--- src/rtl/csi2_packet_parser.sv ---
// Single-lane MIPI CSI-2 packet parser: decodes short/long packet headers, checks the
// payload CRC-16 and emits sync pulses plus a registered pixel-byte stream.
module csi2_packet_parser #(
    parameter logic [1:0]  VC_ID  = 2'd0,
    parameter logic [15:0] MAX_WC = 16'd4096
) (
    input  logic        clk,
    input  logic        rstn,
    input  logic        enable,
    input  logic [7:0]  byte_in,
    input  logic        byte_valid,
    input  logic        sot,
    output logic [7:0]  pix_data,
    output logic        pix_valid,
    output logic [5:0]  data_type,
    output logic [15:0] word_count,
    output logic        frame_start,
    output logic        frame_end,
    output logic        line_start,
    output logic        line_end,
    output logic        pkt_done,
    output logic        crc_err,
    output logic        pkt_err,
    output logic [15:0] line_count,
    output logic [15:0] frame_count
);
    localparam logic [2:0] S_IDLE    = 3'd0;
    localparam logic [2:0] S_WCL     = 3'd1;
    localparam logic [2:0] S_WCH     = 3'd2;
    localparam logic [2:0] S_ECC     = 3'd3;
    localparam logic [2:0] S_PAYLOAD = 3'd4;
    localparam logic [2:0] S_CRCL    = 3'd5;
    localparam logic [2:0] S_CRCH    = 3'd6;

    logic [2:0]  state, state_nxt;
    logic [1:0]  vc, vc_nxt;
    logic [5:0]  dt, dt_nxt;
    logic [15:0] wc, wc_nxt;        // header WC, then remaining payload bytes
    logic [15:0] crc, crc_nxt;
    logic [7:0]  crc_lo, crc_lo_nxt;

    logic [7:0]  pix_data_nxt;
    logic        pix_valid_nxt;
    logic [5:0]  data_type_nxt;
    logic [15:0] word_count_nxt;
    logic        frame_start_nxt, frame_end_nxt, line_start_nxt, line_end_nxt;
    logic        pkt_done_nxt, crc_err_nxt, pkt_err_nxt;
    logic [15:0] line_count_nxt, frame_count_nxt;

    logic vc_match;
    assign vc_match = (vc == VC_ID);

    // One byte of the reflected CCITT CRC, LSB first.
    function automatic logic [15:0] crc16_byte(input logic [15:0] c, input logic [7:0] d);
        logic [15:0] r;
        r = c;
        for (int i = 0; i < 8; i++) begin
            if (r[0] ^ d[i]) r = (r >> 1) ^ 16'h8408;
            else             r = r >> 1;
        end
        return r;
    endfunction

    // Next-state and next-output logic.
    always_comb begin
        state_nxt       = state;
        vc_nxt          = vc;
        dt_nxt          = dt;
        wc_nxt          = wc;
        crc_nxt         = crc;
        crc_lo_nxt      = crc_lo;
        pix_data_nxt    = pix_data;
        pix_valid_nxt   = 1'b0;
        data_type_nxt   = data_type;
        word_count_nxt  = word_count;
        frame_start_nxt = 1'b0;
        frame_end_nxt   = 1'b0;
        line_start_nxt  = 1'b0;
        line_end_nxt    = 1'b0;
        pkt_done_nxt    = 1'b0;
        crc_err_nxt     = 1'b0;
        pkt_err_nxt     = 1'b0;
        line_count_nxt  = line_count;
        frame_count_nxt = frame_count;

        if (!enable) begin
            state_nxt = S_IDLE;
        end else if (!byte_valid) begin
            if (state != S_IDLE) begin
                pkt_err_nxt = 1'b1;
                state_nxt   = S_IDLE;
            end
        end else if (sot) begin
            // A DI byte restarts parsing; arriving mid-packet it also flags the abort.
            pkt_err_nxt = (state != S_IDLE);
            vc_nxt      = byte_in[7:6];
            dt_nxt      = byte_in[5:0];
            crc_nxt     = 16'hFFFF;
            state_nxt   = S_WCL;
        end else begin
            case (state)
                S_IDLE: state_nxt = S_IDLE;
                S_WCL: begin
                    wc_nxt[7:0] = byte_in;
                    state_nxt   = S_WCH;
                end
                S_WCH: begin
                    wc_nxt[15:8] = byte_in;
                    if (vc_match) begin
                        data_type_nxt  = dt;
                        word_count_nxt = {byte_in, wc[7:0]};
                    end
                    state_nxt = S_ECC;
                end
                S_ECC: begin
                    if (dt <= 6'h0F) begin
                        if (vc_match) begin
                            frame_start_nxt = (dt == 6'h00);
                            frame_end_nxt   = (dt == 6'h01);
                            line_start_nxt  = (dt == 6'h02);
                            line_end_nxt    = (dt == 6'h03);
                            if (dt == 6'h00) begin
                                line_count_nxt  = 16'd0;
                                frame_count_nxt = frame_count + 16'd1;
                            end
                        end
                        state_nxt = S_IDLE;
                    end else if (wc > MAX_WC) begin
                        pkt_err_nxt = 1'b1;
                        state_nxt   = S_IDLE;
                    end else if (wc == 16'd0) begin
                        state_nxt = S_CRCL;
                    end else begin
                        state_nxt = S_PAYLOAD;
                    end
                end
                S_PAYLOAD: begin
                    if (vc_match) begin
                        pix_data_nxt  = byte_in;
                        pix_valid_nxt = 1'b1;
                    end
                    crc_nxt = crc16_byte(crc, byte_in);
                    wc_nxt  = wc - 16'd1;
                    if (wc == 16'd1) state_nxt = S_CRCL;
                end
                S_CRCL: begin
                    crc_lo_nxt = byte_in;
                    state_nxt  = S_CRCH;
                end
                S_CRCH: begin
                    if (vc_match) begin
                        pkt_done_nxt = 1'b1;
                        crc_err_nxt  = ({byte_in, crc_lo} != crc);
                        if (line_count != 16'hFFFF) line_count_nxt = line_count + 16'd1;
                    end
                    state_nxt = S_IDLE;
                end
                default: state_nxt = S_IDLE;
            endcase
        end
    end

    always_ff @(posedge clk or negedge rstn) begin
        if (!rstn) begin
            state       <= S_IDLE;
            vc          <= 2'd0;
            dt          <= 6'd0;
            wc          <= 16'd0;
            crc         <= 16'hFFFF;
            crc_lo      <= 8'd0;
            pix_data    <= 8'd0;
            pix_valid   <= 1'b0;
            data_type   <= 6'd0;
            word_count  <= 16'd0;
            frame_start <= 1'b0;
            frame_end   <= 1'b0;
            line_start  <= 1'b0;
            line_end    <= 1'b0;
            pkt_done    <= 1'b0;
            crc_err     <= 1'b0;
            pkt_err     <= 1'b0;
            line_count  <= 16'd0;
            frame_count <= 16'd0;
        end else begin
            state       <= state_nxt;
            vc          <= vc_nxt;
            dt          <= dt_nxt;
            wc          <= wc_nxt;
            crc         <= crc_nxt;
            crc_lo      <= crc_lo_nxt;
            pix_data    <= pix_data_nxt;
            pix_valid   <= pix_valid_nxt;
            data_type   <= data_type_nxt;
            word_count  <= word_count_nxt;
            frame_start <= frame_start_nxt;
            frame_end   <= frame_end_nxt;
            line_start  <= line_start_nxt;
            line_end    <= line_end_nxt;
            pkt_done    <= pkt_done_nxt;
            crc_err     <= crc_err_nxt;
            pkt_err     <= pkt_err_nxt;
            line_count  <= line_count_nxt;
            frame_count <= frame_count_nxt;
        end
    end
endmodule

--- config.mk ---
export PLATFORM = sky130hd
export DESIGN_NAME = csi2_packet_parser
export DESIGN_NICKNAME = d
export VERILOG_FILES = /design/src/rtl/csi2_packet_parser.sv
export SDC_FILE = /design/constraint.sdc
export NUM_CORES = 1
export LEC_CHECK = 0
export CAP_MARGIN = 20
export CORE_ASPECT_RATIO = 0.7
export CORE_MARGIN = 4
export CORE_UTILIZATION = 40
export CTS_CLUSTER_SIZE = 20
export DETAILED_ROUTE_END_ITERATION = 6
export DONT_BUFFER_PORTS = 1
export GPL_TIMING_DRIVEN = 0
export MAX_ROUTING_LAYER = met4
export SLEW_MARGIN = 20
export SYNTH_ARGS = -nofsm -noshare
export SYNTH_HDL_FRONTEND = slang
export SYNTH_SLANG_ARGS = --single-unit
--- constraint.sdc ---
create_clock -name clk -period 1.81 [get_ports clk]
set_input_delay 0.362 -clock clk [delete_from_list [all_inputs] [get_ports clk]]
set_output_delay 0.362 -clock clk [all_outputs]
set_load 0.005 [all_outputs]
### Word-level counts from Yosys, hierarchy flattened

Index checks and enable logic that the tools add are counted.

* logic and storage cells: 179
* bits in latches: 0
* ROM bits: 0
* input port bits: 13
* register bits: 121
* memories kept: 0
* RAM bits: 0

* $add $sub $neg: 3
* mux-type cells: 100
* reductions and logical operators: 18
* divide/modulo/power cells: 0
* eq/ne operators: 19
* order comparisons: 2
* shifts and indexed selects: 0
* multiply operators: 0
* bitwise operators: 17

Operators with widths (count)
* $mux 16: 43
* $mux 1: 46
* $add 16x1->16 const B: 2
* $pmux 16 s2: 1
* $pmux 8 s2: 2
* $not 2->3: 8
* $mux 3: 7
* $eq 16x1->1 const B: 1
* $gt 16x13->1 const B: 1
* $logic_not 16->1: 1
* $ne 16x16->1: 1
* $ne 16x16->1 const B: 1
* $sub 16x1->16 const B: 1
* $pmux 3 s5: 1
* $eq 6x2->1 const B: 2
* $reduce_and 4->1: 3
* $ne 2x2->1 const B: 5
* $reduce_and 5->1: 2
* $eq 3x3->1 const B: 3
* $reduce_and 9->1: 1
* $reduce_bool 2->1: 4
* $xor 1x1->1: 8
* $reduce_and 7->1: 1
* $eq 3x2->1 const B: 2
* 11 further kinds: 12

### Logic depth before layout (Yosys ltp)

Gate-level depths: netlist of run 1.

* word-level depth: 46
* gate-level depth with buffers: 8

### Worst setup path after synthesis of run 1

Ideal clock, no wire load.

* path type: register to register
* start point: register state[2]
* end point: register line_count[9]
* clock period less this slack: 1880 ps
* arrival: 1802 ps
* buffers on the path: 2
* setup time: 77 ps
* path slack: -70 ps
* data required time: 1733 ps
* stages on the path, launching flop included: 8
* path through: dfrtp_1 -> buf_2 -> nand3b_4 -> and4b_1 -> buf_4 -> o32ai_2 -> or4_1 -> a21oi_1

* word-level cells in the longest chain between the ends: 3
* elaborated cells on any way between the ends: 10

RTL lines
* start: declaration: line 35 `logic [2:0] state, state_nxt;`
* start signal: assignment: line 185 `state <= state_nxt;`
* $eq 3x3->1 / $eq 3x2->1 (equally long branches): line 101 `case (state)`
* $ne 2x2->1 (no source line) / $reduce_bool 2->1 (equally long branches)
* $reduce_and 9->1 (no source line)
* end signal: assignment: line 202 `line_count <= line_count_nxt;`
* end: declaration: line 24 `output logic [15:0] line_count,`

Several ways; a longest one is shown, not always the timed one.
A chain may end at the register's enable or synchronous reset.

### Worst setup path after layout of run 1

* start point: register state[0]
* end point: register line_count[5]

Same word-level chain as after synthesis.

==> flow_summary.toml, run 1 <==
[run_status]
status = "finished with violations"
violations = "hold timing, setup timing"

[detailed_routing]
wl_met3_mm = 1.039
drtAntennaViolNets = 0
viasPerCell = 5.605
wl_met2_mm = 7.295
highest_layer = "met4"
vias = 4624
wl_met1_mm = 7.457
wl_per_cell_um = 19.33
drt-pass1-iter-count = 5
drt_iter0_drc = 354
wl_mm = 15.95
drc = 0

[synth]
ys_seq_area_frac = 0.5121
ys_ff_latch = 121
ys_async_sr_fraction = 1.000
synth_cell_types = 56
avgSynthCellArea_um2 = 10.52
yosys_most_used_dff = "dfrtp_1"
yosys_warnings = 0
synth_area_mm2 = 0.005952
syn_nets = 585
synthCells = 566
synth-edff-count = 0

[timing]
worst_pin_slew_ns = 0.7328
period_share = 1.083
slew_headroom = 0.5115
layout_min_cycle_time_ns = 1.961
rsz0062_at_grt = "yes"
drv_slew = 0
skew_ns = 0.01508
finalWorstSetupSlack_ns = -0.1510
worst_hold_slack_ns = -0.3554
fmax_mhz = 509.9
hold_violations = 121
finalSetupViolCount = 16

[pwr]
p_leak_nw = 3.440
power_density_mw_per_mm2 = 928.1
peakVddDrop_uv = 780.2

[clock_network]
cts_tree = "yes"
cts.clk_slew.worst_paths_ns = 0.06
cts_buffers = 17
clock_sinks = 121
clk_latency_ns = 0.42
htree_levels = 4
clockRootBuffer = "clkbuf_16"
cts_buffer_depth = 2

[grt]
grt_max_degree = 122
grt_pass1_wl_mm = 24.89
antenna_found_initial = 0
overflow = 0
grt_use_total = 0.1945
first_global_vias = 4541

[setup_path]
worstPathArrival_ns = 2.31
crit_path_frequent_cell = "buf_6"
endpoint_kind = "register"
start_kind = "register"
slowest_stage = "dfrtp_1"
worstPathRequired_ns = 2.16
worstPathMaxFanout = 6
path_cells = "buf_6 -> nand3b_4 -> nor3_4 -> o32ai_4 -> buf_6 -> or3_4 -> a21oi_2"
critical_path_class = "reg -> reg"
critical-path-max-stage-delay_ns = 0.43

[layout]
fin_nets = 641
area_delta_synth_final_pct = 26.70
diodes = 0
drive_above_1_share = 0.3402
fin_cells = 825

[floorplan]
io_pins = 83
start_util = 0.4182
die_h_um = 110.1
dieArea_mm2 = 0.01693
core_area_mm2 = 0.01423
fp.dieW_um = 153.8
rows = 36

[placement]
numPortBuffers = 0
dp_hpwl_mm = 10.22
place_ws_ns = -0.3988
place_inst = 756
gp_congestion = 0.9142

[flow_run]
cap_violations = 0

[hold_path]
worstHoldPathType = "in -> async"
==> where the power goes <==
part	leakage (nW)	internal [mW]	switching, mW	total (mW)
sequential	1.58	2.82	0.158	2.98
combinational	1.57	0.276	0.314	0.591
clock	0.287	2.17	1.26	3.43
total	3.44	5.27	1.73	7.00
==> synthesized netlist by cell type (all sizes together) (3+ instances only) <==
master  number  area share
nand3b       4       0.011
xor2        23       0.034
nand4       14       0.015
xnor2       35       0.052
mux2        40       0.076
nor3        17       0.017
a22o         3      0.0044
nand3       20       0.017
or2          3      0.0032
a21oi       47       0.040
and4         3      0.0044
o32ai        3      0.0057
nor2        44       0.028
o22ai        3      0.0032
or3         15       0.016
ha           6       0.013
inv         12      0.0076
o21ai       31       0.026
o31ai        3      0.0038
dfstp       16       0.071
buf         12       0.010
and3         8      0.0084
clkbuf      17       0.011
nor4        13       0.017
dfrtp      105        0.44
nand2       39       0.025
==> state kept, by name, summed over array words and instances (netlist names), 2 cells and up <==
register and count:
dt 6, line_count 16, pix_data 8, state 3, word_count 16, frame_count 16
vc 2, crc 16, wc 16, data_type 6, crc_lo 8
==> through the flow <==
| step | total power [mW] | instance area (µm²) | utilization | TNS [ns] |
|---|---|---|---|---|
| 2_1_floorplan | 3.336 | 5986 | - | 0 |
| 3_3_place_gp | 3.458 | 6223 | 0.4372 | -17.17 |
| 3_5_place_dp | 3.476 | 6223 | 0.4372 | -19.29 |
| 4_1_cts | 6.980 | 7138 | 0.5015 | -0.9952 |
| 5_1_grt | 7.260 | 7541 | 0.5298 | -3.228 |
| 6_report | 6.999 | 7541 | 0.5298 | -1.442 |
==> worst paths after layout <==
kind	from	endpoint	slack [ns]	depth (start not counted)
setup reg to reg	state[0]$_DFFE_PN0P_	line_count[5]$_DFFE_PN0P_	-0.15	7
hold reg to reg	word_count[2]$_DFFE_PN0P_	word_count[2]$_DFFE_PN0P_	0.51	2
max in group asynchronous	rstn	crc[9]$_DFFE_PN1P_	1.89	0
min in group clk	enable	pkt_err$_DFF_PN0_	0.10	2
hold / removal	rstn	pix_data[6]$_DFFE_PN0P_	-0.36	0
setup / recovery	state[0]$_DFFE_PN0P_	line_count[5]$_DFFE_PN0P_	-0.15	7
==> cell families (layout without fill, tap and decap cells) <==
kind of cell,Yosys count,in the layout,synth area share
AO/OA/AOI/OAI,111,111,0.1127
XOR/XNOR,58,58,0.08535
adder cells (fa/ha/maj),6,6,0.01261
buffers and inverters,41,110,0.02859
flip-flops,121,121,0.5121
multiplexers,40,40,0.07568
AND/OR/NAND/NOR,189,189,0.1730
==> layer usage <==
layer,GRT usage,vias to the layer above
met4,0.05104,0
met1,0.2685,2312
met2,0.2852,159
met3,0.05384,14
li1,-,2139
met5,-,-
==> critical path, delay by kind of cell, from the launching register on <==
kind	cells	cell delay, ns
and+or+nand+nor	3	0.83
AOI/OAI and AO/OA	2	0.32
buffers and inverters	2	0.33
DFF	1	0.43
==> cell usage in the layout (no fill, tap or decap), types with 5 or more instances in the layout <==
cell and instances:
nand3_1 19, clkbuf_16 17, nand2_1 35, mux2_2 40, nor3_4 7, dfstp_2 16, clkbuf_1 9, dfrtp_1 96
xor2_1 22, xnor2_1 35, nor4_4 7, or3_1 10, or3_4 5, o21ai_0 31, nand4_1 14, buf_6 9
dfrtp_2 9, nor2_1 38, inv_1 11, a21oi_1 41, buf_4 39, clkbuf_8 5, and3_1 6, a21oi_2 6
nor3_1 6
==> repair_timing <==
action | CTS | global route
hold endpoints to repair | 121 | 121
gates cloned | 1 | 0
gates resized for setup | 56 | 49
setup endpoints to repair | 97 | 77
pin swaps | 19 | 29
buffers inserted | 12 | 27
==> final cells by class <==
class / instances / area [µm²]
sequential: 121 / 3059
fill: 1256 / 6693
multi-input combinational: 404 / 3098
clock inverter: 11 / 118.9
inverter: 12 / 45.04
buffer: 26 / 176.4
tap: 190 / 237.7
clock buffer: 21 / 480.5
timing repair buffer: 40 / 325.3
No activity file was read; power rests on OpenSTA's default activity.
==> run 2: changes to the inputs <==
--- a/config.mk
+++ b/config.mk
@@ -14,6 +14,7 @@
 export DONT_BUFFER_PORTS = 1
 export GPL_TIMING_DRIVEN = 0
 export MAX_ROUTING_LAYER = met4
+export REMOVE_ABC_BUFFERS = 1
 export SLEW_MARGIN = 20
 export SYNTH_ARGS = -nofsm -noshare
 export SYNTH_HDL_FRONTEND = slang
==> flow_summary.toml, run 2 (same netlist as run 1, synthesis figures left out) <==
[run_status]
status = "finished with violations"
violations = "hold timing, setup timing"

[placement]
dp_hpwl_mm = 9.684
place_ws_ns = -0.6320
numPortBuffers = 0
gp_congestion = 0.8022

[detailed_routing]
viasPerCell = 5.782
wl_mm = 15.98
drc = 0
drt_iter0_drc = 329
drtAntennaViolNets = 0
drt-pass1-iter-count = 5
vias = 4689
wl_per_cell_um = 19.70

[flow_run]
cap_violations = 0

[timing]
fmax_mhz = 526.0
finalSetupViolCount = 11
rsz0062_at_grt = "yes"
layout_min_cycle_time_ns = 1.901
worst_pin_slew_ns = 0.4929
hold_violations = 121
finalWorstSetupSlack_ns = -0.09130
finalSetupTns_ns = -0.7356
period_share = 1.050
drv_slew = 0
worst_hold_slack_ns = -0.3612
slew_headroom = 0.6690
skew_ns = 0.008432

[clock_network]
cts.clk_slew.worst_paths_ns = 0.06
cts_tree = "yes"
clk_latency_ns = 0.42
cts_buffer_depth = 2
cts_buffers = 17
htree_levels = 4
clock_sinks = 121
clockRootBuffer = "clkbuf_16"

[grt]
grt_pass1_wl_mm = 25.48
first_global_vias = 4645
grt_max_degree = 122
overflow = 0
grt_use_total = 0.1973
antenna_found_initial = 0

[setup_path]
worstPathArrival_ns = 2.25
path_buf_inv = 1
critical_path.top_delay_family = "simple AND/OR/NAND/NOR gates"
slowest_stage = "dfrtp_1"
worstReg2RegEnd = "line_count[9]$_DFFE_PN0P_"
critical-path-max-stage-delay_ns = 0.43
endpoint_kind = "register"
path_cells = "nor4_1 -> and4b_4 -> buf_6 -> o32ai_4 -> or4_1 -> a21oi_1"
worstPathRequired_ns = 2.15
worstPathMaxFanout = 6
ff2ff_setup_slack_ns = -0.09
start_kind = "register"
reg2reg_depth = 6
critical_path_class = "reg -> reg"
r2r-start = "dt[5]$_DFFE_PN0P_"

[layout]
diodes = 0
drive_above_1_share = 0.3398
final_util = 0.5348
final_cell_mix = "dfrtp_1 (94), a21oi_1 (42), mux2_2 (40)"
area_delta_synth_final_pct = 27.90
layout_commonest_cell = "dfrtp_1"
fin_nets = 627

[floorplan]
start_util = 0.4182
io_pins = 83
core_area_mm2 = 0.01423
rows = 36
fp.dieW_um = 153.8
die_h_um = 110.1
dieArea_mm2 = 0.01693

[pwr]
power_density_mw_per_mm2 = 953.6
p_leak_nw = 3.393
peakVddDrop_uv = 702.2

[hold_path]
worstHoldPathType = "in -> async"
run 2: cell count changes in the layout (fill, tap and decap cells not counted), moves of 4 or more:
cell      delta
o21ai_1      +6
buf_4        -6
o21ai_0      -9
clkbuf_1     -7
clkbuf_2     -4
run 2: power breakdown:
group | leakage [nW] | internal (mW) | switching (mW)
logic | 1.50 | 0.256 | 0.266
clock network | 0.317 | 2.52 | 1.26
registers | 1.58 | 2.82 | 0.141
total | 3.39 | 5.60 | 1.66
run 2: final cells by class:
| type | count | area, µm² |
|---|---|---|
| inverters | 12 | 45.04 |
| clock buffers | 21 | 460.4 |
| repair buffers | 49 | 460.4 |
| clock inverters | 11 | 193.9 |
| multi-input cells | 407 | 3153 |
| fillers | 1218 | 6621 |
| well taps | 190 | 237.7 |
| flip-flops and latches | 121 | 3062 |
run 2: worst register-to-register path: cells and delay by family (launching register included):
| kind | cells | cell delay (ns) |
|---|---|---|
| AO/OA/AOI/OAI | 2 | 0.24 |
| flip-flops | 1 | 0.43 |
| AND/OR/NAND/NOR | 3 | 1.04 |
| buffers and inverters | 1 | 0.12 |
run 2: per-layer routing:
| metal | global-route usage | vias to the layer above | wire, µm |
|---|---|---|---|
| met5 | - | - | 0 |
| met4 | 0.05797 | 0 | 190 |
| met3 | 0.06555 | 21 | 1218 |
| met2 | 0.3036 | 144 | 7414 |
| met1 | 0.2519 | 2402 | 7153 |
| li1 | - | 2122 | - |
run 2: metrics by stage:
step	hold slack (ns)	cell area (µm²)	instances	total power, mW
after floorplan	0.06641	5827	537	3.310
after global placement	0.07123	6065	727	3.401
after detailed placement	0.07094	6105	730	3.416
after CTS	-0.3755	7259	795	7.255
after global routing	-0.3761	7612	811	7.528
final	-0.3612	7612	811	7.259
run 2: worst max path at each step:
stage	startpoint	to	slack, ns	depth (start not counted)
after global routing	dt[0]$_DFFE_PN0P_	line_count[12]$_DFFE_PN0P_	-0.14	6
after detailed placement	state[2]$_DFFE_PN0P_	line_count[9]$_DFFE_PN0P_	-0.63	5
final	dt[5]$_DFFE_PN0P_	line_count[9]$_DFFE_PN0P_	-0.09	6
after floorplan	state[2]$_DFFE_PN0P_	pix_data[0]$_DFFE_PN0P_	-1.51	3
after global placement	state[2]$_DFFE_PN0P_	pix_data[5]$_DFFE_PN0P_	-2.76	3
after CTS	state[2]$_DFFE_PN0P_	line_count[9]$_DFFE_PN0P_	-0.08	6
run 2: what timing repair did:
item,4_1_cts,5_1_grt
setup endpoints to repair,95,63
pin swaps,23,23
resized for setup,51,51
endpoints found under the hold margin,121,121
cloned,3,0
buffers inserted,30,17
==> run 3: changes to the inputs <==
--- a/config.mk
+++ b/config.mk
@@ -8,10 +8,9 @@
 export CAP_MARGIN = 20
 export CORE_ASPECT_RATIO = 0.7
 export CORE_MARGIN = 4
-export CORE_UTILIZATION = 40
+export CORE_UTILIZATION = 35
 export CTS_CLUSTER_SIZE = 20
 export DETAILED_ROUTE_END_ITERATION = 6
-export DONT_BUFFER_PORTS = 1
 export GPL_TIMING_DRIVEN = 0
 export MAX_ROUTING_LAYER = met4
 export REMOVE_ABC_BUFFERS = 1
==> flow_summary.toml, run 3 (same netlist as run 1, synthesis figures left out) <==
[floorplan]
start_util = 0.3609
fp.dieW_um = 163.9
core_area_mm2 = 0.01649
dieArea_mm2 = 0.01919
rows = 39
die_h_um = 117.1
io_pins = 83

[grt]
grt_use_total = 0.1731
overflow = 0
first_global_vias = 4867
grt_pass1_wl_mm = 25.28
grt_max_degree = 66
antenna_found_initial = 0

[clock_network]
cts_tree = "yes"
cts_buffers = 17
clk_latency_ns = 0.41
clock_sinks = 121
htree_levels = 4
cts.clk_slew.worst_paths_ns = 0.06
clockRootBuffer = "clkbuf_16"
cts_buffer_depth = 2

[layout]
ff_latch_area_mm2 = 0.003067
final_cell_mix = "dfrtp_1 (90), clkdlybuf4s50_1 (75), a21oi_1 (41)"
fillerInstances = 1498
layout_commonest_cell = "dfrtp_1"
fin_nets = 701
diodes = 0
area_delta_synth_final_pct = 42.13
drive_above_1_share = 0.3151
final_area_mm2 = 0.008459
fin_cells = 920
multi_input_area_mm2 = 0.003224

[timing]
finalSetupTns_ns = -1.705
rsz0062_at_grt = "yes"
layout_min_cycle_time_ns = 1.935
finalSetupViolCount = 22
skew_ns = 0.007477
finalWorstSetupSlack_ns = -0.1247
drv_slew = 0
slew_headroom = 0.5477
worst_pin_slew_ns = 0.6784
fmax_mhz = 516.9
hold_violations = 0
period_share = 1.069

[detailed_routing]
wl_mm = 16.28
viasPerCell = 5.373
drt_iter0_drc = 451
drt-pass1-iter-count = 5
wl_per_cell_um = 17.70
vias = 4943
drc = 0
drtAntennaViolNets = 0

[placement]
place_inst = 848
numPortBuffers = 82
gp_congestion = 0.8405
dp_hpwl_mm = 10.05
place_area_mm2 = 0.006994

[hold_path]
worstHoldPathType = "in -> reg"
min_from = "enable"
holdPathStages = 3

[pwr]
internal_power_mw = 5.474
power.share.clock = 0.499
p_leak_nw = 3.704
p_sw_frac = 0.2493
switching_power_mw = 1.818
power_density_mw_per_mm2 = 862.0
power_frac_comb = 0.093
power_mw = 7.292
p_seq_frac = 0.408
peakVddDrop_uv = 668.8

[run_status]
status = "finished with violations"
violations = "setup timing"

[setup_path]
worstPathArrival_ns = 2.26
worstPathMaxFanout = 6
reg2reg_depth = 7
start_kind = "register"
worstPathRequired_ns = 2.14
endpoint_kind = "register"
critical_path_class = "reg -> reg"
crit_path_start = "vc[1]$_DFFE_PN0P_"
r2r-start = "vc[1]$_DFFE_PN0P_"

[flow_run]
cap_violations = 0
[run 3: per-layer routing]
layer	track usage	vias up	share of wire
met3	0.03920	15	0.056
met2	0.2613	142	0.47
li1	-	2282	-
met1	0.2353	2504	0.47
met5	-	-	0
met4	0.05140	0	0.010
[run 3: area by class of cell]
| class | count | area share |
|---|---|---|
| clock buffers | 18 | 0.05192 |
| clock inverters | 14 | 0.02307 |
| inverters | 12 | 0.005325 |
| multi-input cells | 407 | 0.3812 |
| flip-flops and latches | 121 | 0.3625 |
| well taps | 225 | 0.03328 |
| repair buffers | 123 | 0.1427 |
[run 3: power by group through the flow]
stage                     Clock, mW  Combinational [mW]  Sequential [mW]
after CTS                      3.70               0.621             2.96
after global routing           3.82               0.745             2.99
after global placement            0               0.544             2.99
after detailed placement          0               0.559             2.99
final                          3.64               0.679             2.98
after floorplan                   0               0.351             2.96
[run 3: final timing paths]
kind                                          endpoint  slack (ns)
min reg2reg                frame_count[15]$_DFFE_PN0P_        0.46
max                          line_count[5]$_DFFE_PN0P_       -0.12
max in group asynchronous           crc[6]$_DFFE_PN1P_        0.53
min in group asynchronous    line_count[8]$_DFFE_PN0P_        0.52
max reg2reg                  line_count[5]$_DFFE_PN0P_       -0.12
min                                  pkt_err$_DFF_PN0_        0.44
[run 3: what timing repair did]
| item | in CTS | in global routing |
|---|---|---|
| endpoints found under the setup margin | 100 | 82 |
| buffers inserted | 22 | 14 |
| cloned | 2 | 1 |
| gates resized for setup | 50 | 64 |
| hold endpoints to repair | 56 | 0 |
| pin swaps | 14 | 24 |
| hold buffers | 1 | 0 |
[run 3: through the flow]
stage          setup WS [ns]  hold slack [ns]    util
2_1_floorplan         -1.505          0.06641       -
3_3_place_gp          -4.412           0.4566  0.4201
3_5_place_dp          -1.156           0.3951  0.4241
4_1_cts              -0.1089           0.4322  0.4872
5_1_grt              -0.2169           0.4359  0.5129
6_report             -0.1247           0.4374  0.5129
[run 3: worst max-delay path, stage by stage, from the launching register on]
cell and delay (ns):
dfrtp_1 0.42, or2_4 0.31, nor3_4 0.20, buf_4 0.18, buf_4 0.14, o32ai_4 0.11
or3_1 0.36, a21oi_1 0.15
